--- src/rtl/shift_left_sequencer.sv ---
// shift_left_sequencer
//   Multi-cycle logical left shifter. Accepts an operand and shift amount
//   through a valid/ready handshake, then shifts one bit position per clock.
//   The result is held until the consumer takes it. This replaces a wide
//   barrel shifter with a single-bit shift stage.
//
//   Optional feature: define SHIFT_SEQ_OVF_EN to compile in the sticky
//   overflow flag. When the macro is undefined, ovf is tied to 0.
//
// Parameters
//   WIDTH : operand/result width (>= 2)
//   AMT_W : shift-amount width; amounts 0 .. 2^AMT_W-1
// Ports
//   clk       : rising-edge clock
//   reset     : asynchronous, active-high reset
//   in_valid  : operand/amount presented
//   in_ready  : sequencer can accept (IDLE only)
//   operand   : value to shift
//   amount    : number of positions to shift left
//   out_valid : result valid and held (DONE only)
//   out_ready : consumer accepts result
//   result    : shifted value, zero-filled from the LSB
//   busy      : high in SHIFT or DONE
//   ovf       : sticky flag, set when a 1 was shifted out of the MSB
module shift_left_sequencer #(
   parameter int WIDTH = 4,
   parameter int AMT_W = 3
) (
   input  logic             clk,
   input  logic             reset,
   input  logic             in_valid,
   output logic             in_ready,
   input  logic [WIDTH-1:0] operand,
   input  logic [AMT_W-1:0] amount,
   output logic             out_valid,
   input  logic             out_ready,
   output logic [WIDTH-1:0] result,
   output logic             busy,
   output logic             ovf
);

   typedef enum logic [1:0] {IDLE, SHIFT, DONE} state_t;

   state_t           state;
   logic [WIDTH-1:0] data;
   logic [AMT_W-1:0] cnt;
   logic [AMT_W-1:0] amt_sat;

   // Amounts at or beyond WIDTH are clamped to WIDTH shifts. This leaves the
   // result all zeros and lets every bit pass through the MSB, so the
   // overflow flag is still accurate. If WIDTH exceeds the largest amount,
   // the clamp never fires, so truncating WIDTH to AMT_W bits is safe.
   always_comb begin
      amt_sat = amount;
      if (32'(amount) >= WIDTH) amt_sat = AMT_W'(WIDTH);
   end

   // The handshake/status outputs are registered next to the state, so no
   // input reaches an output combinationally.
   always_ff @(posedge clk or posedge reset) begin
      if (reset) begin
         state     <= IDLE;
         data      <= '0;
         cnt       <= '0;
         in_ready  <= 1'b1;
         out_valid <= 1'b0;
         busy      <= 1'b0;
      end else begin
         case (state)
            IDLE: begin
               if (in_valid) begin
                  data     <= operand;
                  cnt      <= amt_sat;
                  in_ready <= 1'b0;
                  busy     <= 1'b1;
                  if (amt_sat == '0) begin
                     state     <= DONE;
                     out_valid <= 1'b1;
                  end else begin
                     state <= SHIFT;
                  end
               end
            end
            SHIFT: begin
               data <= {data[WIDTH-2:0], 1'b0};
               cnt  <= cnt - 1'b1;
               // The last shift lands on the same edge that enters DONE.
               if (cnt == AMT_W'(1)) begin
                  state     <= DONE;
                  out_valid <= 1'b1;
               end
            end
            DONE: begin
               // The return to IDLE takes one edge, so a new accept cannot
               // share an edge with the result handshake.
               if (out_ready) begin
                  state     <= IDLE;
                  out_valid <= 1'b0;
                  busy      <= 1'b0;
                  in_ready  <= 1'b1;
               end
            end
            default: begin
               state     <= IDLE;
               in_ready  <= 1'b1;
               out_valid <= 1'b0;
               busy      <= 1'b0;
            end
         endcase
      end
   end

   assign result = data;

`ifdef SHIFT_SEQ_OVF_EN
   logic ovf_r;

   // The flag is cleared on accept and picks up the MSB before every shift.
   always_ff @(posedge clk or posedge reset) begin
      if (reset) begin
         ovf_r <= 1'b0;
      end else if (state == IDLE && in_valid) begin
         ovf_r <= 1'b0;
      end else if (state == SHIFT) begin
         ovf_r <= ovf_r | data[WIDTH-1];
      end
   end

   assign ovf = ovf_r;
`else
   assign ovf = 1'b0;
`endif

endmodule

--- config.mk ---
export PLATFORM = sky130hd
export DESIGN_NAME = shift_left_sequencer
export DESIGN_NICKNAME = d
export VERILOG_FILES = /design/src/rtl/shift_left_sequencer.sv
export SDC_FILE = /design/constraint.sdc
export NUM_CORES = 1
export LEC_CHECK = 0
export ABC_AREA = 0
export BUFFER_PORTS_ARGS = -buffer_cell sky130_fd_sc_hd__buf_2
export CAP_MARGIN = 15
export CORE_MARGIN = 3
export CORE_UTILIZATION = 52
export CTS_BUF_LIST = sky130_fd_sc_hd__clkbuf_4
export CTS_CLUSTER_SIZE = 30
export DETAILED_ROUTE_END_ITERATION = 10
export PLACE_DENSITY = 0.79
export REMOVE_ABC_BUFFERS = 1
export SYNTH_ARGS = -nofsm -noshare
export SYNTH_HDL_FRONTEND = slang
export SYNTH_SLANG_ARGS = --single-unit
export TNS_END_PERCENT = 1
--- constraint.sdc ---
create_clock -name clk -period 1.2 [get_ports clk]
set_clock_uncertainty 0.05 [all_clocks]
set_input_delay 0.12 -clock clk [delete_from_list [all_inputs] [get_ports clk]]
set_output_delay 0.12 -clock clk [all_outputs]
set_load 0.01 [all_outputs]
[Word-level counts from Yosys, hierarchy flattened]
Index checks and enable logic that the tools add are counted.
Cells by class
  $add $sub $neg: 1
  $mul: 0
  div/mod/pow operators: 0
  $lt $le $gt $ge: 1
  eq/ne operators: 7
  shifts and indexed selects: 0
  mux-type cells: 20
  bitwise gates (word level): 1
  reduce and logical (&&, ||, !) cells: 7
Operators by type and width (number)
  1-bit case mux with 3 select lines: 3
  2-bit 2-to-1 mux: 4
  2-bit != test, second input constant: 4
  4-bit case mux with 2 select lines: 1
  1-bit 2-to-1 mux: 7
  3-bit 2-to-1 mux: 2
  2-bit case mux with 3 select lines: 1
  3-bit case mux with 2 select lines: 1
  3-bit AND reduction: 2
  4-bit 2-to-1 mux: 1
  4-bit AND reduction: 1
  3-bit by 1-bit equality test with 1-bit output, second input constant: 1
  3-bit greater-or-equal comparator, second input constant: 1
  3-bit logical NOT: 1
  3-bit by 1-bit subtractor with 3-bit output, second input constant: 1
  2-bit by 1-bit equality test with 1-bit output, second input constant: 1
  2-bit equality test, second input constant: 1
  2-bit logical NOT: 1
  2-bit AND reduction: 1
  2-bit nonzero test: 1
  1-bit inverter: 1
Storage, ports and cells
  flip-flop bits (word level): 12
  latch bits: 0
  memory bits (writable): 0
  memory bits (read-only): 0
  input bits: 11
  output and inout port bits: 8
  word-level logic and storage cells: 43
  memories: 0

[Logic depth before layout (Yosys ltp)]
Gate-level depths: netlist of the first run.
  word-level depth: 6
  mapped depth: 5
  mapped depth without buffers: 5

[Worst setup path after synthesis of the first run]
OpenSTA, ideal clock, no wires.
  kind: register to register
  from: reg cnt[0]
  to: reg cnt[1]
  setup time: 94 ps
  arrival: 945 ps
  required time: 1056 ps
  slack: 111 ps
  cell stages (with the launch flop): 4
  path buffers: 0
  clock period less this slack: 1089 ps
  cells stage by stage: dfrtp_1 -> inv_1 -> ha_1 -> a221oi_2
On the way
  cells in the longest elaborated chain, start to end: 2
RTL lines
  start, declared: line 46  | logic [AMT_W-1:0] cnt;
  start signal, assigned: line 73  | cnt <= amt_sat;
  start signal, assigned: line 86  | cnt <= cnt - 1'b1;
  3-bit by 1-bit subtractor with 3-bit output: line 86
  3-bit case mux with 2 select lines: line 69  | case (state)
No other way between the ends.
A chain may end at the register's enable or synchronous reset.

[Worst setup path after layout of the first run]
  from: reg state[1]
  to: reg state[1]
On the way
  cells in the longest elaborated chain, start to end: 3
  elaborated cells on any way between the ends: 8
  those cells by class: eq/ne: 5; mux: 1; reduce/logical: 2
RTL lines
  start, declared: line 44  | state_t state;
  start signal, assigned: line 62  | state <= IDLE;
  start signal, assigned: line 77  | state <= DONE;
  start signal, assigned: line 80  | state <= SHIFT;
  2-bit by 1-bit equality test with 1-bit output, or another cell as far along: line 69
  2-bit != test (no source line)
  3-bit AND reduction (no source line)
Parallel ways exist; a longest one is shown, timed or not.

==> results.json, run 1 <==
{
  "outcome": "completed",
  "die_h_um": 42.4,
  "post-route-period-util": 0.972,
  "synth.avg_cell_area_sq_um": 9.83,
  "area_delta_synth_final_pct": 20.0,
  "path_clk_slew_ns": 0.08,
  "num_antenna_cells": 0,
  "start_util": 0.588,
  "timing.final.ws_setup_ns": 0.0339,
  "cp.arrival_ns": 1.27,
  "regArea_sq_um": 304,
  "slowest_stage": "dfrtp_2",
  "synth_top_area_frac": 0.400,
  "synth_cell_type_count": 33,
  "cap_violations": 0,
  "slowest_delay_ns": 0.46,
  "critPathKind": "flop to flop",
  "grt-ovfl-total": 0,
  "synth-seq-cells": 12,
  "final_nets": 106,
  "syn_area_sq_um": 688,
  "slew_viol_final": 0,
  "dp_slack_ns": -0.00885,
  "yosysWarnings": 0,
  "vias_per_cell": 5.61,
  "grt_max_degree": 13,
  "antenna_found_initial": 0,
  "grt_pass1_vias": 535,
  "h-tree-depth": 1,
  "drt_first_pass_iters": 4,
  "synth-seq-area-share": 0.438,
  "fmax_mhz": 858,
  "final_cells": 106,
  "drt_iter0_drc": 11,
  "clk_latency_ns": 0.27,
  "num-fill-cells": 91,
  "grtUsageTotal": 0.185,
  "numPortBuffers": 17,
  "yosys-top-cells-area": "dfrtp_1 40%, a221oi_2 4.4%, dfstp_2 3.8%",
  "crit_family": "flip-flops",
  "drc": 0,
  "wire_per_inst_um": 13.8,
  "fin_tns_setup_ns": 0,
  "die_area_sq_um": 1800,
  "cts_buffers": 3,
  "required_ns": 1.30,
  "cts_buffer_depth": 2,
  "cts.sinks": 12,
  "synth_cells": 70,
  "cts_tree": "yes",
  "ant_nets": 0,
  "grt_pass1_wl_mm": 2.42,
  "p_total_mw": 2.02,
  "powerDensity_nw_per_um2": 2440,
  "multiInputGateArea_sq_um": 317,
  "cp.buffers_inverters": 1,
  "synth.largest_area_cell": "dfrtp_1",
  "final_core_util": 0.705,
  "die_x_um": 42.4,
  "drive_gt1_frac": 0.370,
  "post-cts-setup-buffers": 0,
  "num_rows": 12,
  "peakVddDrop_mv": 1.50,
  "fp.coreArea_sq_um": 1170,
  "crit_chain": "buf_4, nor2b_4, nand3b_1, o311ai_1",
  "gp_congestion": 0.800,
  "hpwlAfterDp_mm": 1.11,
  "path_max_fanout": 8,
  "wl_mm": 1.46,
  "end_kind": "flop",
  "rsz0062_at_grt": "true",
  "start_kind": "flop",
  "fin_crit_ns": 1.17,
  "root_buffer": "clkbuf_4",
  "finalSetupViolations": 0,
  "hold_path.class": "input port to flop",
  "ios": 19,
  "dpl.cell_count": 101,
  "power_leakage_nw": 0.397,
  "timing_hold_violations_final": 0,
  "via_count": 595
}
stage by stage:
step / instance area [sq um] / hold slack (ns)
3_3_place_gp: 787 / 0.0938
4_1_cts: 826 / 0.0195
2_1_floorplan: 654 / -0.0660
5_1_grt: 826 / 0.0117
6_report: 826 / 0.0184
3_5_place_dp: 787 / 0.101
cells in the mapped netlist, drive strengths merged:
cell	number
nor3b	1
a31oi	1
nand3b	1
and2b	1
dfstp	1
o21bai	1
inv	9
a21oi	4
o311ai	2
nor2	2
nand3	1
nor2b	3
nand4b	1
nand2	4
o2bb2ai	1
a221oi	2
buf	4
conb	1
dfrtp	11
o21ai	5
nor3	1
nand2b	3
ha	2
a22o	2
a22oi	1
and2	1
o22ai	4
layout by cell type (no fill, tap or decap), types with 2 or more instances in the layout:
| master | netlist | final |
|---|---|---|
| buf_4 | 3 | 4 |
| nand2b_1 | 2 | 2 |
| o21ai_1 | 2 | 3 |
| nand2_1 | 4 | 4 |
| dfrtp_2 | 0 | 2 |
| nor2b_1 | 2 | 2 |
| o311ai_1 | 2 | 2 |
| ha_1 | 2 | 2 |
| buf_2 | 0 | 17 |
| o22ai_1 | 4 | 4 |
| a21oi_1 | 4 | 4 |
| dfrtp_1 | 11 | 9 |
| o21ai_0 | 3 | 2 |
| a221oi_2 | 2 | 2 |
| nor2_1 | 2 | 2 |
| inv_1 | 7 | 7 |
| clkbuf_4 | 0 | 3 |
| a22o_1 | 2 | 2 |
report_power, final:
part	internal [mW]	switching (mW)
registers	0.599	0.196
logic	0.489	0.483
clock network	0.120	0.132
total	1.21	0.810
registers in the layout (all words and copies together), names as in the netlist:
| register | flops |
|---|---|
| out_valid | 1 |
| cnt | 3 |
| in_ready | 1 |
| busy | 1 |
| result | 4 |
| state | 2 |
worst reg2reg max path, stage by stage, from the launching register on:
cell and delay (ns):
dfrtp_2 0.46, buf_4 0.16, nor2b_4 0.16, nand3b_1 0.12, o311ai_1 0.10
timing repair:
action / CTS / global route
hold buffers: 1 / 0
resized for setup: 2 / 1
endpoints found under the setup margin: 3 / 2
pin swaps: 0 / 1
hold endpoints to repair: 11 / 0
per-layer routing:
| metal | vias to the layer above | wire length, um | share of wire | GRT usage |
|---|---|---|---|---|
| met3 | 4 | 98 | 0.067 | 0.0429 |
| li1 | 291 | - | - | - |
| met1 | 276 | 643 | 0.44 | 0.237 |
| met4 | 0 | 36 | 0.025 | 0.112 |
| met2 | 24 | 684 | 0.47 | 0.280 |
| met5 | - | 0 | 0 | 0 |
layout make-up:
| type | count | share of cell area |
|---|---|---|
| inverter | 9 | 0.0439 |
| tap | 14 | 0.0212 |
| multi-input combinational | 45 | 0.383 |
| clock inverter | 1 | 0.00455 |
| sequential | 12 | 0.368 |
| timing repair buffer | 22 | 0.152 |
| clock buffer | 3 | 0.0273 |
cell families (layout without fill, tap and decap cells):
group / Yosys count / after routing / share of synthesized area
AO/OA/AOI/OAI: 23 / 23 / 0.240
adder cells (fa/ha/maj): 2 / 2 / 0.0364
buffers and inverters: 13 / 35 / 0.102
flip-flops: 12 / 12 / 0.438
other: 1 / 1 / 0.00545
AND/OR/NAND/NOR: 19 / 19 / 0.178
final timing paths:
check,startpoint,endpoint,slack [ns],cells past startpoint
setup reg to reg,state[1]$_DFFE_PP0P_,state[1]$_DFFE_PP0P_,0.03,4
hold / removal,operand[0],result[0]$_DFFE_PP0P_,0.02,2
max in group asynchronous,reset,state[0]$_DFFE_PP0P_,0.41,3
min in group asynchronous,reset,result[0]$_DFFE_PP0P_,0.33,3
setup / recovery,state[1]$_DFFE_PP0P_,state[1]$_DFFE_PP0P_,0.03,4
hold reg to reg,in_ready$_DFFE_PP1P_,in_ready$_DFFE_PP1P_,0.43,2
Power figures use the tool's default switching activity.
==> run 2: changes to the inputs <==
--- a/config.mk
+++ b/config.mk
@@ -13,6 +13,7 @@
 export CTS_BUF_LIST = sky130_fd_sc_hd__clkbuf_4
 export CTS_CLUSTER_SIZE = 30
 export DETAILED_ROUTE_END_ITERATION = 10
+export MAX_ROUTING_LAYER = met4
 export PLACE_DENSITY = 0.79
 export REMOVE_ABC_BUFFERS = 1
 export SYNTH_ARGS = -nofsm -noshare
==> constraint.sdc (replaced) <==
create_clock -name clk -period 1.2 [get_ports clk]
set_clock_uncertainty 0.05 [all_clocks]
set_input_delay 0.24 -clock clk [delete_from_list [all_inputs] [get_ports clk]]
set_output_delay 0.24 -clock clk [all_outputs]
set_load 0.01 [all_outputs]
==> run 2 against run 1 <==
The run now ends with negative setup slack left. Power grew 1.5%. Largest cell class unchanged. Cell area grew 1.7%. Worst hold slack gained 0.12 ns. Critical endpoint is now in_ready. Die area is the same. Routed wire length is the same. Combinational power grew 2.8%. Maximum frequency shrank 3.3%. Critical path depth shrank 3. Global-route usage grew 0.51 points. Sequential share of layout area shrank 0.60 points. First-iteration DRC count grew 36%. Highest routed layer unchanged.
==> results.json, run 2 (synthesis results as in run 1) <==
{
  "outcome": "complete, but fails checks",
  "violations": "negative setup slack",
  "regArea_sq_um": 304,
  "holdWs_ns": 0.140,
  "vias_per_cell": 5.53,
  "cts.sinks": 12,
  "h-tree-depth": 1,
  "r2r_setup_slack_ns": 0.03,
  "end_kind": "primary output",
  "clk_latency_ns": 0.27,
  "peakVddDrop_mv": 1.51,
  "hpwlAfterDp_mm": 1.11,
  "numPortBuffers": 17,
  "path_clk_slew_ns": 0.08,
  "num_antenna_cells": 0,
  "path_max_fanout": 2,
  "reg2reg_depth": 4,
  "grt_max_degree": 13,
  "post-route-period-util": 1.00,
  "crit_chain": "buf_6",
  "cts_buffer_depth": 2,
  "num-fill-cells": 89,
  "area_delta_synth_final_pct": 22.0,
  "cap_violations": 0,
  "grt-ovfl-total": 0,
  "die_x_um": 42.4,
  "cts_buffers": 3,
  "critPathKind": "flop to primary output",
  "finalSetupViolations": 1,
  "start_util": 0.588,
  "antenna_found_initial": 0,
  "drc": 0,
  "final_nets": 107,
  "wire_per_inst_um": 13.7,
  "drt_iter0_drc": 15,
  "num_rows": 12,
  "fmax_mhz": 829,
  "stdcell_area_sq_um": 840,
  "grtUsageTotal": 0.190,
  "grt_pass1_wl_mm": 2.41,
  "p_total_mw": 2.05,
  "slowest_stage": "dfstp_2",
  "largest_register_ffs": 4,
  "start_kind": "flop",
  "final_common_cell": "buf_2",
  "cp.arrival_ns": 0.92,
  "fin_crit_ns": 1.21,
  "drive_gt1_frac": 0.376,
  "timing.final.ws_setup_ns": -0.00579,
  "slew_viol_final": 0,
  "final_cell_mix": "16 x buf_2, 9 x dfrtp_1, 7 x inv_1",
  "power_leakage_nw": 0.403,
  "die_area_sq_um": 1800,
  "whs_path_depth": 2,
  "hold_path.class": "input port to flop",
  "via_count": 592,
  "die_h_um": 42.4,
  "grt_pass1_vias": 533,
  "placed_area_sq_um": 787,
  "powerDensity_nw_per_um2": 2440,
  "root_buffer": "clkbuf_4",
  "drt_first_pass_iters": 4,
  "slowest_delay_ns": 0.55,
  "ios": 19,
  "required_ns": 0.91,
  "cts_tree": "yes",
  "gp_congestion": 0.812,
  "cp.buffers_inverters": 1,
  "rsz0062_at_grt": "true",
  "timing_hold_violations_final": 0,
  "wl_mm": 1.46,
  "crit_family": "flip-flops",
  "fp.coreArea_sq_um": 1170,
  "multiInputGateArea_sq_um": 317,
  "cp.depth": 1,
  "ant_nets": 0
}
-- run 2: cell count changes in the layout (fill, tap and decap cells not counted), sizes merged --
cell  change
buf       +1
-- run 2: area by class of cell --
cell class,count,share of cell area
inverters,9,0.0432
well taps,14,0.0209
multi-input cells,45,0.377
repair buffers,23,0.165
clock buffers,3,0.0268
flip-flops and latches,12,0.362
clock inverters,1,0.00447
-- run 2: worst paths after layout --
check / endpoint / startpoint
min: result[0]$_DFFE_PP0P_ / operand[0]
max: in_ready / in_ready$_DFFE_PP1P_
min in group asynchronous: result[0]$_DFFE_PP0P_ / reset
min reg2reg: out_valid$_DFFE_PP0P_ / out_valid$_DFFE_PP0P_
max in group asynchronous: state[0]$_DFFE_PP0P_ / reset
max reg2reg: state[1]$_DFFE_PP0P_ / state[1]$_DFFE_PP0P_
-- run 2: repair_timing --
item,in CTS,in global routing
hold buffers,1,0
setup buffers,0,1
gates resized for setup,3,1
hold endpoints to repair,11,0
pin swaps,0,1
endpoints found under the setup margin,4,3
-- run 2: routing by layer --
| metal | GRT usage | wire [um] |
|---|---|---|
| met5 | - | 0 |
| met1 | 0.237 | 664 |
| met3 | 0.0429 | 74 |
| met4 | 0.112 | 36 |
| met2 | 0.280 | 687 |
-- run 2: per-stage QoR --
stage	std cells	setup TNS (ns)	setup slack, ns	util
after floorplan	66	0	0.0645	-
after global placement	101	0	0.0197	0.672
after detailed placement	101	-0.00885	-0.00885	0.672
after CTS	106	-0.0178	-0.0178	0.710
after global routing	107	-0.0703	-0.0382	0.717
final	107	-0.00579	-0.00579	0.717
-- run 2: report_power, final --
part	switching [mW]	leakage (nW)	internal (mW)
sequential	0.199	0.139	0.599
combinational	0.483	0.249	0.515
clock	0.131	0.0154	0.120
==> run 3: changes to the inputs <==
--- a/config.mk
+++ b/config.mk
@@ -9,12 +9,11 @@
 export BUFFER_PORTS_ARGS = -buffer_cell sky130_fd_sc_hd__buf_2
 export CAP_MARGIN = 15
 export CORE_MARGIN = 3
-export CORE_UTILIZATION = 52
-export CTS_BUF_LIST = sky130_fd_sc_hd__clkbuf_4
+export CORE_UTILIZATION = 49
 export CTS_CLUSTER_SIZE = 30
 export DETAILED_ROUTE_END_ITERATION = 10
 export MAX_ROUTING_LAYER = met4
-export PLACE_DENSITY = 0.79
+export PLACE_DENSITY = 0.85
 export REMOVE_ABC_BUFFERS = 1
 export SYNTH_ARGS = -nofsm -noshare
 export SYNTH_HDL_FRONTEND = slang
==> run 3 against run 2 <==
The run now ends clean. Clock power up 3%. Sequential share of layout area up 0.33 points. Routed wire length up 0.62%. Count of clock-buffer cells in the layout up 1. Core utilization down 2.4 points. Via count down 1.9%. Global-route usage down 0.33 points. Largest power group unchanged.
==> results.json, run 3 (synthesis results as in run 1) <==
{
  "outcome": "completed",
  "finalSetupViolations": 0,
  "timing.final.ws_setup_ns": 0.00370,
  "rsz0062_at_grt": "true",
  "reg2reg_depth": 4,
  "clk_latency_ns": 0.27,
  "powerDensity_nw_per_um2": 2440,
  "final_cell_mix": "16 x buf_2, 9 x dfrtp_1, 7 x inv_1",
  "drc": 0,
  "startpoint": "in_ready$_DFFE_PP1P_",
  "endpoint": "in_ready",
  "start_util": 0.573,
  "ios": 19,
  "final_common_cell": "buf_2",
  "grt_pass1_vias": 556,
  "hpwlAfterDp_mm": 1.14,
  "grt_max_degree": 13,
  "via_count": 581,
  "dp_slack_ns": -0.0143,
  "grt-ovfl-total": 0,
  "final_nets": 106,
  "r2r-start": "state[1]$_DFFE_PP0P_",
  "num_antenna_cells": 0,
  "fmax_mhz": 836,
  "numPortBuffers": 17,
  "stdcell_area_sq_um": 832,
  "grtUsageTotal": 0.187,
  "drive_gt1_frac": 0.370,
  "power_leakage_nw": 0.398,
  "drt_first_pass_iters": 4,
  "cts_buffer_depth": 2,
  "fin_tns_setup_ns": 0,
  "cts_buffers": 3,
  "fp.coreArea_sq_um": 1200,
  "gp_congestion": 0.841,
  "holdWs_ns": 0.142,
  "crit_family": "flip-flops",
  "path_max_fanout": 2,
  "die_area_sq_um": 1890,
  "num_rows": 12,
  "die_x_um": 43.5,
  "hold_path.class": "input port to flop",
  "placed_area_sq_um": 779,
  "ant_nets": 0,
  "post-route-period-util": 0.997,
  "cp.arrival_ns": 0.91,
  "die_h_um": 43.5,
  "antenna_found_initial": 0,
  "root_buffer": "clkbuf_4",
  "cap_violations": 0,
  "drt_iter0_drc": 9,
  "start_kind": "flop",
  "peakVddDrop_mv": 1.74,
  "h-tree-depth": 1,
  "path_clk_slew_ns": 0.07,
  "grt_pass1_wl_mm": 2.54,
  "area_delta_synth_final_pct": 20.9,
  "end_kind": "primary output",
  "fin_crit_ns": 1.20,
  "slowest_stage": "dfstp_2",
  "crit_chain": "buf_6",
  "slew_viol_final": 0,
  "wire_per_inst_um": 13.9,
  "slowest_delay_ns": 0.54,
  "required_ns": 0.91,
  "cts_tree": "yes",
  "critPathKind": "flop to primary output",
  "cts.sinks": 12,
  "largest_register_ffs": 4,
  "cp.buffers_inverters": 1,
  "r2r_setup_slack_ns": 0.04,
  "vias_per_cell": 5.48,
  "timing_hold_violations_final": 0,
  "worst_r2r_endpoint": "state[1]$_DFFE_PP0P_",
  "wl_mm": 1.47,
  "cp.depth": 1
}
==> run 3: what timing repair did <==
item | CTS | global route
hold endpoints to repair | 11 | 0
setup buffers | 0 | 1
endpoints found under the setup margin | 5 | 7
resized for setup | 2 | 2
pin swaps | 0 | 2
hold buffers | 1 | 0
==> run 3: where the power goes <==
group,internal (mW),total (mW),switching (mW)
sequential,0.599,0.792,0.193
combinational,0.495,0.975,0.480
clock,0.129,0.259,0.131
==> run 3: cell type report <==
| type | count | area (sq um) |
|---|---|---|
| Fill cell | 101 | 369 |
| Multi-Input combinational cell | 45 | 317 |
| Sequential cell | 12 | 304 |
| Timing Repair Buffer | 22 | 131 |
| Inverter | 9 | 36.3 |
| Clock buffer | 4 | 26.3 |
| Tap cell | 14 | 17.5 |
==> run 3: worst min path at each step <==
stage                          start  slack, ns                    end  cells past startpoint
final                     operand[0]       0.14  result[0]$_DFFE_PP0P_                      2
after global routing       out_ready       0.15   state[1]$_DFFE_PP0P_                      2
after CTS                 operand[0]       0.14  result[0]$_DFFE_PP0P_                      2
after detailed placement       reset       0.22       busy$_DFFE_PP0P_                      2
after global placement         reset       0.22  out_valid$_DFFE_PP0P_                      2
after floorplan                reset       0.05       busy$_DFFE_PP0P_                      1
==> run 3: routing by layer <==
metal | up-vias | GRT usage | wire length, um
met3 | 2 | 0.0747 | 80
met5 | - | - | 0
li1 | 291 | - | -
met1 | 269 | 0.223 | 681
met4 | 0 | 0.0361 | 9
met2 | 19 | 0.298 | 700
==> run 3: per-stage QoR <==
step	utilization	power, mW	cells
2_1_floorplan	-	1.40	66
3_3_place_gp	0.649	1.69	100
3_5_place_dp	0.649	1.73	100
4_1_cts	0.685	2.02	105
5_1_grt	0.693	2.20	106
6_report	0.693	2.03	106
